<file path="src/rtl/mmio_master.sv">
// mmio_master
// Single-outstanding bus initiator between the core data port and the shared
// peripheral bus. A load or store is latched from the core and driven onto the
// bus as a read or write strobe. The initiator then waits for the OR-combined
// responder acknowledge and returns exactly one response pulse to the core.
// If no acknowledge arrives within TIMEOUT cycles, the request completes with
// rsp_err set.
//
// Ports
//   clk, rst        clock; asynchronous active-high reset
//   req_*           core request (valid/ready handshake; ready only in IDLE)
//   rsp_*           one-cycle response pulse with read data and error flag
//   bus_rd/bus_wr   strobes to responders (decoded from state)
//   bus_addr/...    address, byte mask and write data (zero when idle)
//   bus_rd_valid    combinational read acknowledge from responders
//   bus_wr_valid    registered write acknowledge from responders
//   bus_rdata       OR of responder read data

module mmio_master #(
   parameter int TIMEOUT = 16
) (
   input  logic        clk,
   input  logic        rst,
   input  logic        req_valid,
   output logic        req_ready,
   input  logic        req_we,
   input  logic [31:0] req_addr,
   input  logic [3:0]  req_wrmask,
   input  logic [31:0] req_wdata,
   output logic        rsp_valid,
   output logic [31:0] rsp_rdata,
   output logic        rsp_err,
   output logic        bus_rd,
   output logic        bus_wr,
   output logic [31:0] bus_addr,
   output logic [3:0]  bus_wrmask,
   output logic [31:0] bus_wdata,
   input  logic        bus_rd_valid,
   input  logic        bus_wr_valid,
   input  logic [31:0] bus_rdata
);

   localparam int CW = $clog2(TIMEOUT + 1);
   localparam logic [CW-1:0] CNT_LAST = CW'(TIMEOUT - 1);

   typedef enum logic [2:0] {
      IDLE,
      RD,
      WR_ISSUE,
      WR_WAIT,
      RESP
   } state_t;

   state_t        state_q, state_d;
   logic [CW-1:0] cnt_q, cnt_d;
   logic [31:0]   addr_q, addr_d;
   logic [3:0]    wrmask_q, wrmask_d;
   logic [31:0]   wdata_q, wdata_d;
   logic [31:0]   rdata_q, rdata_d;
   logic          err_q, err_d;
   logic          rsp_valid_q, rsp_valid_d;

   // State and datapath registers. The latched request doubles as the bus
   // address/mask/data outputs, so these registers are cleared whenever the
   // bus goes idle. That way responders never see a stale address.
   always_ff @(posedge clk or posedge rst) begin
      if (rst) begin
         state_q     <= IDLE;
         cnt_q       <= '0;
         addr_q      <= '0;
         wrmask_q    <= '0;
         wdata_q     <= '0;
         rdata_q     <= '0;
         err_q       <= 1'b0;
         rsp_valid_q <= 1'b0;
      end else begin
         state_q     <= state_d;
         cnt_q       <= cnt_d;
         addr_q      <= addr_d;
         wrmask_q    <= wrmask_d;
         wdata_q     <= wdata_d;
         rdata_q     <= rdata_d;
         err_q       <= err_d;
         rsp_valid_q <= rsp_valid_d;
      end
   end

   // Next-state and datapath updates. Entering RESP raises the registered
   // response pulse and blanks the bus in the same edge.
   always_comb begin
      state_d     = state_q;
      cnt_d       = cnt_q;
      addr_d      = addr_q;
      wrmask_d    = wrmask_q;
      wdata_d     = wdata_q;
      rdata_d     = rdata_q;
      err_d       = err_q;
      rsp_valid_d = 1'b0;

      case (state_q)
         IDLE: begin
            if (req_valid) begin
               addr_d   = req_addr;
               wrmask_d = req_wrmask;
               wdata_d  = req_wdata;
               rdata_d  = '0;
               err_d    = 1'b0;
               cnt_d    = '0;
               state_d  = req_we ? WR_ISSUE : RD;
            end
         end
         RD, WR_WAIT: begin
            // An acknowledge of the matching kind wins over a timeout that
            // expires in the same cycle.
            if ((state_q == RD && bus_rd_valid) || (state_q == WR_WAIT && bus_wr_valid)) begin
               if (state_q == RD) begin
                  rdata_d = bus_rdata;
               end
               err_d   = 1'b0;
               state_d = RESP;
            end else if (cnt_q == CNT_LAST) begin
               rdata_d = '0;
               err_d   = 1'b1;
               state_d = RESP;
            end else begin
               cnt_d = cnt_q + 1'b1;
            end
         end
         WR_ISSUE: begin
            state_d = WR_WAIT;
         end
         RESP: begin
            state_d = IDLE;
         end
         default: begin
            state_d = IDLE;
         end
      endcase

      if (state_q != RESP && state_d == RESP) begin
         rsp_valid_d = 1'b1;
         addr_d      = '0;
         wrmask_d    = '0;
         wdata_d     = '0;
      end
   end

   assign req_ready  = (state_q == IDLE);
   assign bus_rd     = (state_q == RD);
   assign bus_wr     = (state_q == WR_ISSUE);
   assign bus_addr   = addr_q;
   assign bus_wrmask = wrmask_q;
   assign bus_wdata  = wdata_q;
   assign rsp_valid  = rsp_valid_q;
   assign rsp_rdata  = rdata_q;
   assign rsp_err    = err_q;

endmodule

</file>
<file path="config.mk">
export PLATFORM = sky130hd
export DESIGN_NAME = mmio_master
export DESIGN_NICKNAME = d
export VERILOG_FILES = /design/src/rtl/mmio_master.sv
export SDC_FILE = /design/constraint.sdc
export NUM_CORES = 1
export LEC_CHECK = 0
export CAP_MARGIN = 20
export CORE_MARGIN = 4
export CORE_UTILIZATION = 47
export CTS_BUF_LIST = sky130_fd_sc_hd__clkbuf_4 sky130_fd_sc_hd__clkbuf_8
export CTS_CLUSTER_SIZE = 12
export DETAILED_ROUTE_END_ITERATION = 6
export PLACE_DENSITY = 0.95
export SYNTH_ARGS = -nofsm -noshare
export SYNTH_HDL_FRONTEND = slang
export SYNTH_SLANG_ARGS = --single-unit
</file>
<file path="constraint.sdc">
create_clock -name clk -period 7.5 [get_ports clk]
set_input_delay 1.5 -clock clk [delete_from_list [all_inputs] [get_ports clk]]
set_output_delay 1.5 -clock clk [all_outputs]
set_load 0.05 [all_outputs]
</file>
# Word-level counts from Yosys, hierarchy flattened
# Index checks and enable logic that the tools add are counted.
[totals]
input_bits = 106
reg_bits = 110
[op_classes]
reduce_logical = 13
muxes = 28
add_sub_neg = 1
eq_ne = 11
[op_table]
columns = ["cell", "count"]
rows = [
  ["$mux 32", 10],
  ["$pmux 32 s2", 1],
  ["$mux 5", 3],
  ["$mux 4", 3],
  ["$pmux 5 s2", 1],
  ["$mux 3", 3],
  ["$ne 3x3->1 const B", 3],
  ["$pmux 3 s3", 1],
  ["$reduce_and 4->1", 2],
  ["$eq 3x2->1 const B", 2],
  ["$ne 2x2->1 const B", 3],
  ["$reduce_bool 2->1", 3],
  ["$add 5x1->5 const B", 1],
  ["$eq 5x4->1 const B", 1],
  ["$mux 1", 4],
  ["$eq 3x1->1 const B", 1],
  ["$eq 3x3->1 const B", 1],
  ["$logic_and 1x1->1", 3],
  ["$logic_not 3->1", 1],
  ["$reduce_and 3->1", 1],
  ["$mux 2", 1],
  ["$pmux 1 s2", 1],
  ["$reduce_and 2->1", 1],
  ["$reduce_or 2->1", 1],
  ["$logic_or 1x1->1", 1],
]

# Longest topological paths before layout
# Gate-level depths: netlist (run 1).
[depth]
depth_word = 9
ltp_mapped = 8
depth_no_buf = 6

# Least setup slack after synthesis (run 1)
# OpenSTA, ideal clock, no wires.
[synth_timing]
kind = "register to output"
startpoint = "register state_q[1]"
endpoint = "output port bus_wr"
n_path_buf = 1
t_arrival_ps = 1738
path_slack_ps = 4262
path_stages_with_launch = 3
required_time_ps = 6000
cell_sequence = "dfrtp_1 > buf_2 > nor3b_1"
[synth_between]
elab_chain_len = 1
[synth_rtl]
columns = ["item", "line", "text"]
rows = [
  ["start: declaration", "54", "state_t state_q, state_d;"],
  ["start signal: assignment", "77", "state_q <= state_d;"],
  ["$eq 3x2->1", "150", "assign bus_wr = (state_q == WR_ISSUE);"],
  ["end: declaration", "34", "output logic bus_wr,"],
]
# No other way between the ends.

# Worst setup path after layout (run 1)
# Same ends and word-level chain as after synthesis.

==> metrics.log, run 1 <==
[metrics] last weighted congestion value of the routability-driven placer: 0.8062
[metrics] worst-skew pair later-pin latency: 0.37 ns
[metrics] number of routed nets with antenna violations: 0
[metrics] site row count: 36
[metrics] starting density of the core: 49.13%
[metrics] sequential share of power: 28.6%
[metrics] most frequently used cell type in the post-synthesis netlist: nand2_1
[metrics] DIE WIDTH: 110.0 um
[metrics] stage delay of the slowest cell on the critical path: 0.85 ns
[metrics] CP startpoint kind: flip-flop
[metrics] minimum clock period: 3.714 ns
[metrics] ratio of final minimum period to clock period: 49.51%
[metrics] data arrival time at the worst-slack endpoint: 2.21 ns
[metrics] fraction of final layout cells sized beyond drive strength 1: 4.330%
[metrics] post-synth net total: 644
[metrics] Sw Pwr: 1.959 mW
[metrics] CTS tree: built
[metrics] power density over the cells: 523.6 nW/um^2
[metrics] leading register cell type out of synthesis: dfrtp_1
[metrics] violation count after the first detailed-route iteration: 275
[metrics] instance count of the mapped netlist: 536
[metrics] unrepaired setup endpoints after global routing: false
[metrics] number of buffers added to fix hold violations after cts: 0
[metrics] met1 Resource Use GR: 29.89%
[metrics] total congestion overflow after global routing: 0
[metrics] Logic pwr share: 59.9%
[metrics] TNS Setup: 0 ns
[metrics] commonest cells in the synthesized netlist: nand2_1 (174), dfrtp_1 (110), a21oi_1 (71), clkbuf_1 (34), nand3_1 (34)
[metrics] post-synth top area share: 56.28%
[metrics] maximum number of pins on one net before global-route repair: 107
[metrics] capturing element type of the critical path: output pin
[metrics] htree depth: 3
[metrics] Final #Nets: 819
[metrics] met2 Usage GRT: 41.46%
[metrics] average footprint of a synthesized cell: 9.125 um^2
[metrics] final number of setup-violating endpoints: 0
[metrics] DRC violation count after routing: 0
[metrics] result of the run: finished, final reports clean
[metrics] die area: 12100 um^2
[metrics] total chip power: 3.786 mW
[metrics] global-route wire length before repair: 23.47 mm
[metrics] layer carrying the most global-route usage: met2
[metrics] normalized max-slew margin: 24.80%
[metrics] sequential cell area fraction in the yosys report: 56.28%
[metrics] antenna violations before repair: 0
[metrics] chain of cells forming the critical path: nor3b_1 > clkdlybuf4s50_1
[metrics] gate family responsible for the most delay along the worst path: buffers and inverters
[metrics] pin slew with the least headroom to its limit: 1.128 ns
[metrics] top-level I/O count: 211
[metrics] PnR worst setup slack: 3.786 ns
[metrics] asr flop ratio synth: 100.0%
[metrics] switching portion of total power: 51.74%
[metrics] FMAX: 269.3 MHz
[metrics] router iterations before antenna repair: 5
[metrics] Yosys cell types: 30
[metrics] CTS Root Cell: clkbuf_8
[metrics] static power due to leakage: 3.073 nW
[metrics] number of max-cap violations: 0
[metrics] routed length per placed instance: 17.55 um
[metrics] Cell Int Power: 1.827 mW
[metrics] number of synthesized flops with an enable pin: 0
[metrics] count of final max-slew check failures: 0
[metrics] post-placement worst setup slack: 3.695 ns
[metrics] synthesis-to-layout area growth: 47.86%
[metrics] number of hold-slack violations in the final timing report: 0
[metrics] Critical-path top delay cell: clkdlybuf4s50_1
[metrics] utilization of the core after routing: 72.65%
[metrics] number of clock sinks: 110
[metrics] Routed Wire Length: 14.90 mm
[metrics] path type of the worst min-delay path: reg -> reg
[metrics] cell area after placement: 6978 um^2
[metrics] flop and latch count out of synthesis: 110
[metrics] number of buffers added on ports: 210
[metrics] clock buffers created by TritonCTS: 9
[metrics] Layout Cell Area excl Fill: 7232 um^2
[metrics] required arrival time at the worst endpoint: 6.00 ns
[metrics] IR drop worst, VDD: 0.3726 mV
[metrics] Post-CTS Setup Inserts: 0
[metrics] Synthesis Warnings: 0
[metrics] clock tree skew after final layout: 0.01089 ns
[metrics] vertical die dimension: 110.0 um
[metrics] overall via count from detail_route: 4720
[metrics] core outline area: 9955 um^2
[metrics] classification of the worst setup path: reg -> out
[metrics] Clk pwr share: 11.6%
[metrics] via count of the first global-routing pass: 4777
[metrics] post-CTS clock slew at the launch and capture registers of the worst setup and hold paths: 0.10 ns
[metrics] Synth area leaders: dfrtp_1 (56%), nand2_1 (13%), a21oi_1 (7.3%)
[metrics] Worst Path Buf+Inv: 1
[metrics] post-DP HPWL: 10.55 mm
[metrics] post-synth top area cell: dfrtp_1
[metrics] clk buf depth: 2
[metrics] number of cells upsized or downsized after cts: 0
[metrics] GRT Util Overall: 24.80%
[metrics] Cell Area, Synth: 4891 um^2
[metrics] drt via density: 5.559
[metrics] routing usage on met3: 9.027%
[metrics] maximum net fanout on the critical path: 12
[metrics] Ant. Diodes: 0
==> metrics by stage <==
stage / std cells / hold slack, ns
final: 849 / 0.4996
after global routing: 849 / 0.5158
after CTS: 849 / 0.4942
after detailed placement: 833 / 0.4807
after global placement: 833 / 0.4595
after floorplan: 536 / 0.4372
==> cell families after synthesis <==
group | Yosys count | share of synthesized area (%)
buf+inv | 56 | 5.705
flops | 110 | 56.28
compound gates | 107 | 12.84
simple gates | 255 | 23.41
mux | 6 | 1.254
fa+ha+maj | 2 | 0.5116
==> placed cells by master, fill, tap and decap left out, drive strengths merged, types with 3 or more instances in the layout <==
| master | n |
|---|---|
| inv | 5 |
| nand4 | 32 |
| bufinv | 3 |
| dfrtp | 110 |
| o211ai | 32 |
| mux2i | 5 |
| nand2 | 174 |
| a21oi | 72 |
| and3 | 3 |
| clkdlybuf4s50 | 210 |
| buf | 6 |
| clkbuf | 10 |
| nand3 | 34 |
==> state kept, by name, indices dropped and copies added (netlist names) <==
signal      cells
state_q         3
rsp_rdata      32
bus_addr       32
cnt_q           5
rsp_err         1
rsp_valid       1
bus_wrmask      4
bus_wdata      32
==> routing by layer <==
metal	wire, um	part of all wire, %
met1	5534	37
met4	240	1.6
met5	0	0
met3	1780	12
met2	7349	49
==> power by group through the flow <==
stage	clock network (mW)	logic [mW]	registers, mW
after CTS	0.447	2.28	1.08
after global routing	0.474	2.40	1.11
after global placement	0	2.22	1.07
after floorplan	0	0.632	1.95
final	0.438	2.27	1.08
after detailed placement	0	2.27	1.09
==> final cells by class <==
class                           instances  area, um^2
Clock buffer                           10       137.6
Multi-Input combinational cell        370        1894
Tap cell                              133       166.4
Timing Repair Buffer                  216        2147
Inverter                                4       17.52
Sequential cell                       110        2753
Fill cell                             677        2723
Clock inverter                          6       116.4
==> worst register-to-register path: stages (launching register included) <==
cell and delay (ns):
dfrtp_1 0.42, ha_1 0.19, and3_1 0.17, ha_1 0.19
clkinv_1 0.79, a21oi_4 0.35, buf_4 0.57, mux2_2 0.41
==> worst paths after layout <==
path                       depth (start not counted)            startpoint  slack [ns]                        end
max                                                2  state_q[1]$_DFF_PP0_        3.79                     bus_wr
min                                                1  cnt_q[3]$_DFFE_PP0P_        0.50       cnt_q[3]$_DFFE_PP0P_
max reg2reg                                        7  cnt_q[0]$_DFFE_PP0P_        4.30        rsp_err$_DFFE_PP0P_
min reg2reg                                        1  cnt_q[3]$_DFFE_PP0P_        0.50       cnt_q[3]$_DFFE_PP0P_
max in group asynchronous                          3                   rst        4.76  bus_wdata[29]$_DFFE_PP0P_
min in group asynchronous                          2                   rst        1.55  rsp_rdata[21]$_DFFE_PP0P_
Note: power is estimated with default switching activity, not from simulation.
==> run 2: changes to the inputs <==
--- a/config.mk
+++ b/config.mk
@@ -7,11 +7,11 @@
 export LEC_CHECK = 0
 export CAP_MARGIN = 20
 export CORE_MARGIN = 4
-export CORE_UTILIZATION = 47
+export CORE_UTILIZATION = 40
 export CTS_BUF_LIST = sky130_fd_sc_hd__clkbuf_4 sky130_fd_sc_hd__clkbuf_8
 export CTS_CLUSTER_SIZE = 12
 export DETAILED_ROUTE_END_ITERATION = 6
-export PLACE_DENSITY = 0.95
+export PLACE_DENSITY = 0.87
 export SYNTH_ARGS = -nofsm -noshare
 export SYNTH_HDL_FRONTEND = slang
 export SYNTH_SLANG_ARGS = --single-unit
==> constraint.sdc (replaced) <==
create_clock -name clk -period 3.1 [get_ports clk]
set_input_delay 0.62 -clock clk [delete_from_list [all_inputs] [get_ports clk]]
set_output_delay 0.62 -clock clk [all_outputs]
set_load 0.05 [all_outputs]
==> run 2 against run 1 <==
Die area is 16% higher. Total power up 140%. Sequential cell count is the same. Final cell count increased by 2.1%. Non-clock buffer count is 4 higher. Critical path type unchanged. Critical endpoint unchanged.
==> metrics.log, run 2 (same netlist as run 1, synthesis figures left out) <==
[metrics] result of the run: finished, final reports clean
[metrics] Cell Int Power: 4.313 mW (+140%)
[metrics] Sw Pwr: 4.713 mW (+140%)
[metrics] GRT Util Overall: 20.59% (-4.2 points)
[metrics] overall via count from detail_route: 4688 (-0.68%)
[metrics] ratio of final minimum period to clock period: 88.41%
[metrics] count of final max-slew check failures: 0 (unchanged)
[metrics] core outline area: 12010 um^2 (+21%)
[metrics] IR drop worst, VDD: 0.7955 mV (+110%)
[metrics] Critical R2R Capture: bus_wdata[19]$_DFFE_PP0P_
[metrics] final number of setup-violating endpoints: 0 (unchanged)
[metrics] clock buffers created by TritonCTS: 9 (unchanged)
[metrics] CTS Root Cell: clkbuf_8
[metrics] required arrival time at the worst endpoint: 2.48 ns (-3.52 ns)
[metrics] CP startpoint kind: flip-flop
[metrics] FMAX: 364.9 MHz
[metrics] die area: 14060 um^2 (+16%)
[metrics] Routed Wire Length: 14.64 mm (-1.8%)
[metrics] global-route wire length before repair: 23.72 mm (+1.1%)
[metrics] unrepaired setup endpoints after global routing: false
[metrics] drt via density: 5.407 (-2.7%)
[metrics] static power due to leakage: 3.077 nW (+0.16%)
[metrics] Clk pwr share: 9.9% (-1.7 points)
[metrics] cells on worst reg2reg path: 4 (-3)
[metrics] worst setup path endpoint: bus_wr
[metrics] path type of the worst min-delay path: reg -> reg
[metrics] CTS tree: built
[metrics] number of routed nets with antenna violations: 0 (unchanged)
[metrics] normalized max-slew margin: 51.86% (+27 points)
[metrics] fraction of final layout cells sized beyond drive strength 1: 5.000% (+0.67 points)
[metrics] top-level I/O count: 211 (unchanged)
[metrics] starting density of the core: 40.72% (-8.4 points)
[metrics] Final #Nets: 823 (+0.49%)
[metrics] leading cell type in the layout, fill and taps excluded: clkdlybuf4s50_1
[metrics] clock tree skew after final layout: 0.01450 ns (+0.003617 ns)
[metrics] utilization of the core after routing: 60.66% (-12 points)
[metrics] setup slack of the worst register-to-register path: 1.02 ns (-3.28 ns)
[metrics] number of hold-slack violations in the final timing report: 0 (unchanged)
[metrics] Ant. Diodes: 0 (unchanged)
[metrics] via count of the first global-routing pass: 4636 (-3.0%)
[metrics] number of buffers added on ports: 210 (unchanged)
[metrics] data arrival time at the worst-slack endpoint: 2.12 ns (-0.09 ns)
[metrics] top library cells by usage in the layout, fill and taps aside: clkdlybuf4s50_1 (209), nand2_1 (174), dfrtp_1 (110), a21oi_1 (71), nand3_1 (34)
[metrics] last weighted congestion value of the routability-driven placer: 0.8401 (+4.2%)
[metrics] sequential share of power: 28.6% (about the same)
[metrics] switching portion of total power: 52.22% (+0.48 points)
[metrics] Post-CTS Setup Inserts: 0 (unchanged)
[metrics] power density over the cells: 1239 nW/um^2 (+140%)
[metrics] htree depth: 3 (unchanged)
[metrics] DRC violation count after routing: 0 (unchanged)
[metrics] post-DP HPWL: 9.987 mm (-5.3%)
[metrics] worst-skew pair later-pin latency: 0.38 ns (about the same)
[metrics] antenna violations before repair: 1 (+1)
[metrics] TNS Setup: 0 ns (unchanged)
[metrics] vertical die dimension: 118.6 um (+7.8%)
[metrics] maximum number of pins on one net before global-route repair: 111 (+3.7%)
[metrics] post-CTS clock slew at the launch and capture registers of the worst setup and hold paths: 0.09 ns (about the same)
[metrics] pin slew with the least headroom to its limit: 0.7221 ns (-0.4060 ns)
[metrics] clk buf depth: 2 (unchanged)
[metrics] router iterations before antenna repair: 5 (unchanged)
[metrics] number of max-cap violations: 0 (unchanged)
[metrics] minimum clock period: 2.741 ns
[metrics] classification of the worst setup path: reg -> out
[metrics] number of cells upsized or downsized after cts: 0 (unchanged)
[metrics] synthesis-to-layout area growth: 48.96%
[metrics] number of buffers added to fix hold violations after cts: 0 (unchanged)
[metrics] violation count after the first detailed-route iteration: 620 (+130%)
[metrics] Logic pwr share: 61.5% (+1.6 points)
[metrics] reg-to-reg startpoint: state_q[2]$_DFF_PP0_
[metrics] routed length per placed instance: 16.89 um (-3.8%)
[metrics] site row count: 40 (+11%)
[metrics] DIE WIDTH: 118.6 um (+7.8%)
[metrics] total congestion overflow after global routing: 0 (unchanged)
[metrics] number of clock sinks: 110 (unchanged)
[metrics] startpoint of the most critical setup path: state_q[1]$_DFF_PP0_
[metrics] maximum net fanout on the critical path: 12 (unchanged)
[metrics] capturing element type of the critical path: output pin
[run 2: metrics by stage]
stage / cell area, um^2 / setup WS [ns] / power [mW] / std cells / hold WS [ns]
4_1_cts: 7258 / 0.3216 / 9.072 / 866 / 0.5143
3_3_place_gp: 7054 / 0.5573 / 8.000 / 850 / 0.4522
2_1_floorplan: 4895 / 0.7424 / 6.254 / 536 / 0.4372
6_report: 7286 / 0.3592 / 9.026 / 867 / 0.5134
3_5_place_dp: 7054 / 0.4995 / 8.156 / 850 / 0.4997
5_1_grt: 7286 / 0.2738 / 9.507 / 867 / 0.5406
[run 2: power by group through the flow]
stage / Clock [mW] / Combinational, mW / Sequential [mW]
CTS: 0.924 / 5.57 / 2.58
finish: 0.897 / 5.55 / 2.58
detailed placement: 0 / 5.55 / 2.60
global placement: 0 / 5.44 / 2.56
global route: 0.978 / 5.87 / 2.66
floorplan: 0 / 1.53 / 4.73
[run 2: layout make-up]
type | instances | area [um^2]
Inverter | 4 | 18.77
Clock buffer | 11 | 145.1
Clock inverter | 5 | 58.81
Fill cell | 970 | 4726
Timing Repair Buffer | 220 | 2232
Multi-Input combinational cell | 370 | 1894
Tap cell | 147 | 183.9
Sequential cell | 110 | 2753
[run 2: routing by layer]
metal	global-route usage (%)	wire, um
met1	25.36	5998
met2	32.50	6694
met3	8.469	1666
met4	7.603	262
met5	0	19
[run 2: worst min-delay path by stage]
| stage | start | endpoint | cells past startpoint |
|---|---|---|---|
| 6_report | cnt_q[0]$_DFFE_PP0P_ | cnt_q[0]$_DFFE_PP0P_ | 1 |
| 5_1_grt | cnt_q[3]$_DFFE_PP0P_ | cnt_q[3]$_DFFE_PP0P_ | 1 |
| 4_1_cts | cnt_q[2]$_DFFE_PP0P_ | cnt_q[2]$_DFFE_PP0P_ | 1 |
| 3_5_place_dp | cnt_q[3]$_DFFE_PP0P_ | cnt_q[3]$_DFFE_PP0P_ | 1 |
| 3_3_place_gp | cnt_q[3]$_DFFE_PP0P_ | cnt_q[3]$_DFFE_PP0P_ | 1 |
| 2_1_floorplan | cnt_q[3]$_DFFE_PP0P_ | cnt_q[3]$_DFFE_PP0P_ | 1 |
[run 2: critical path, stage by stage (launching register included)]
cell and delay (ns):
dfrtp_1 0.67, nor3b_1 0.24, clkdlybuf4s50_1 0.84
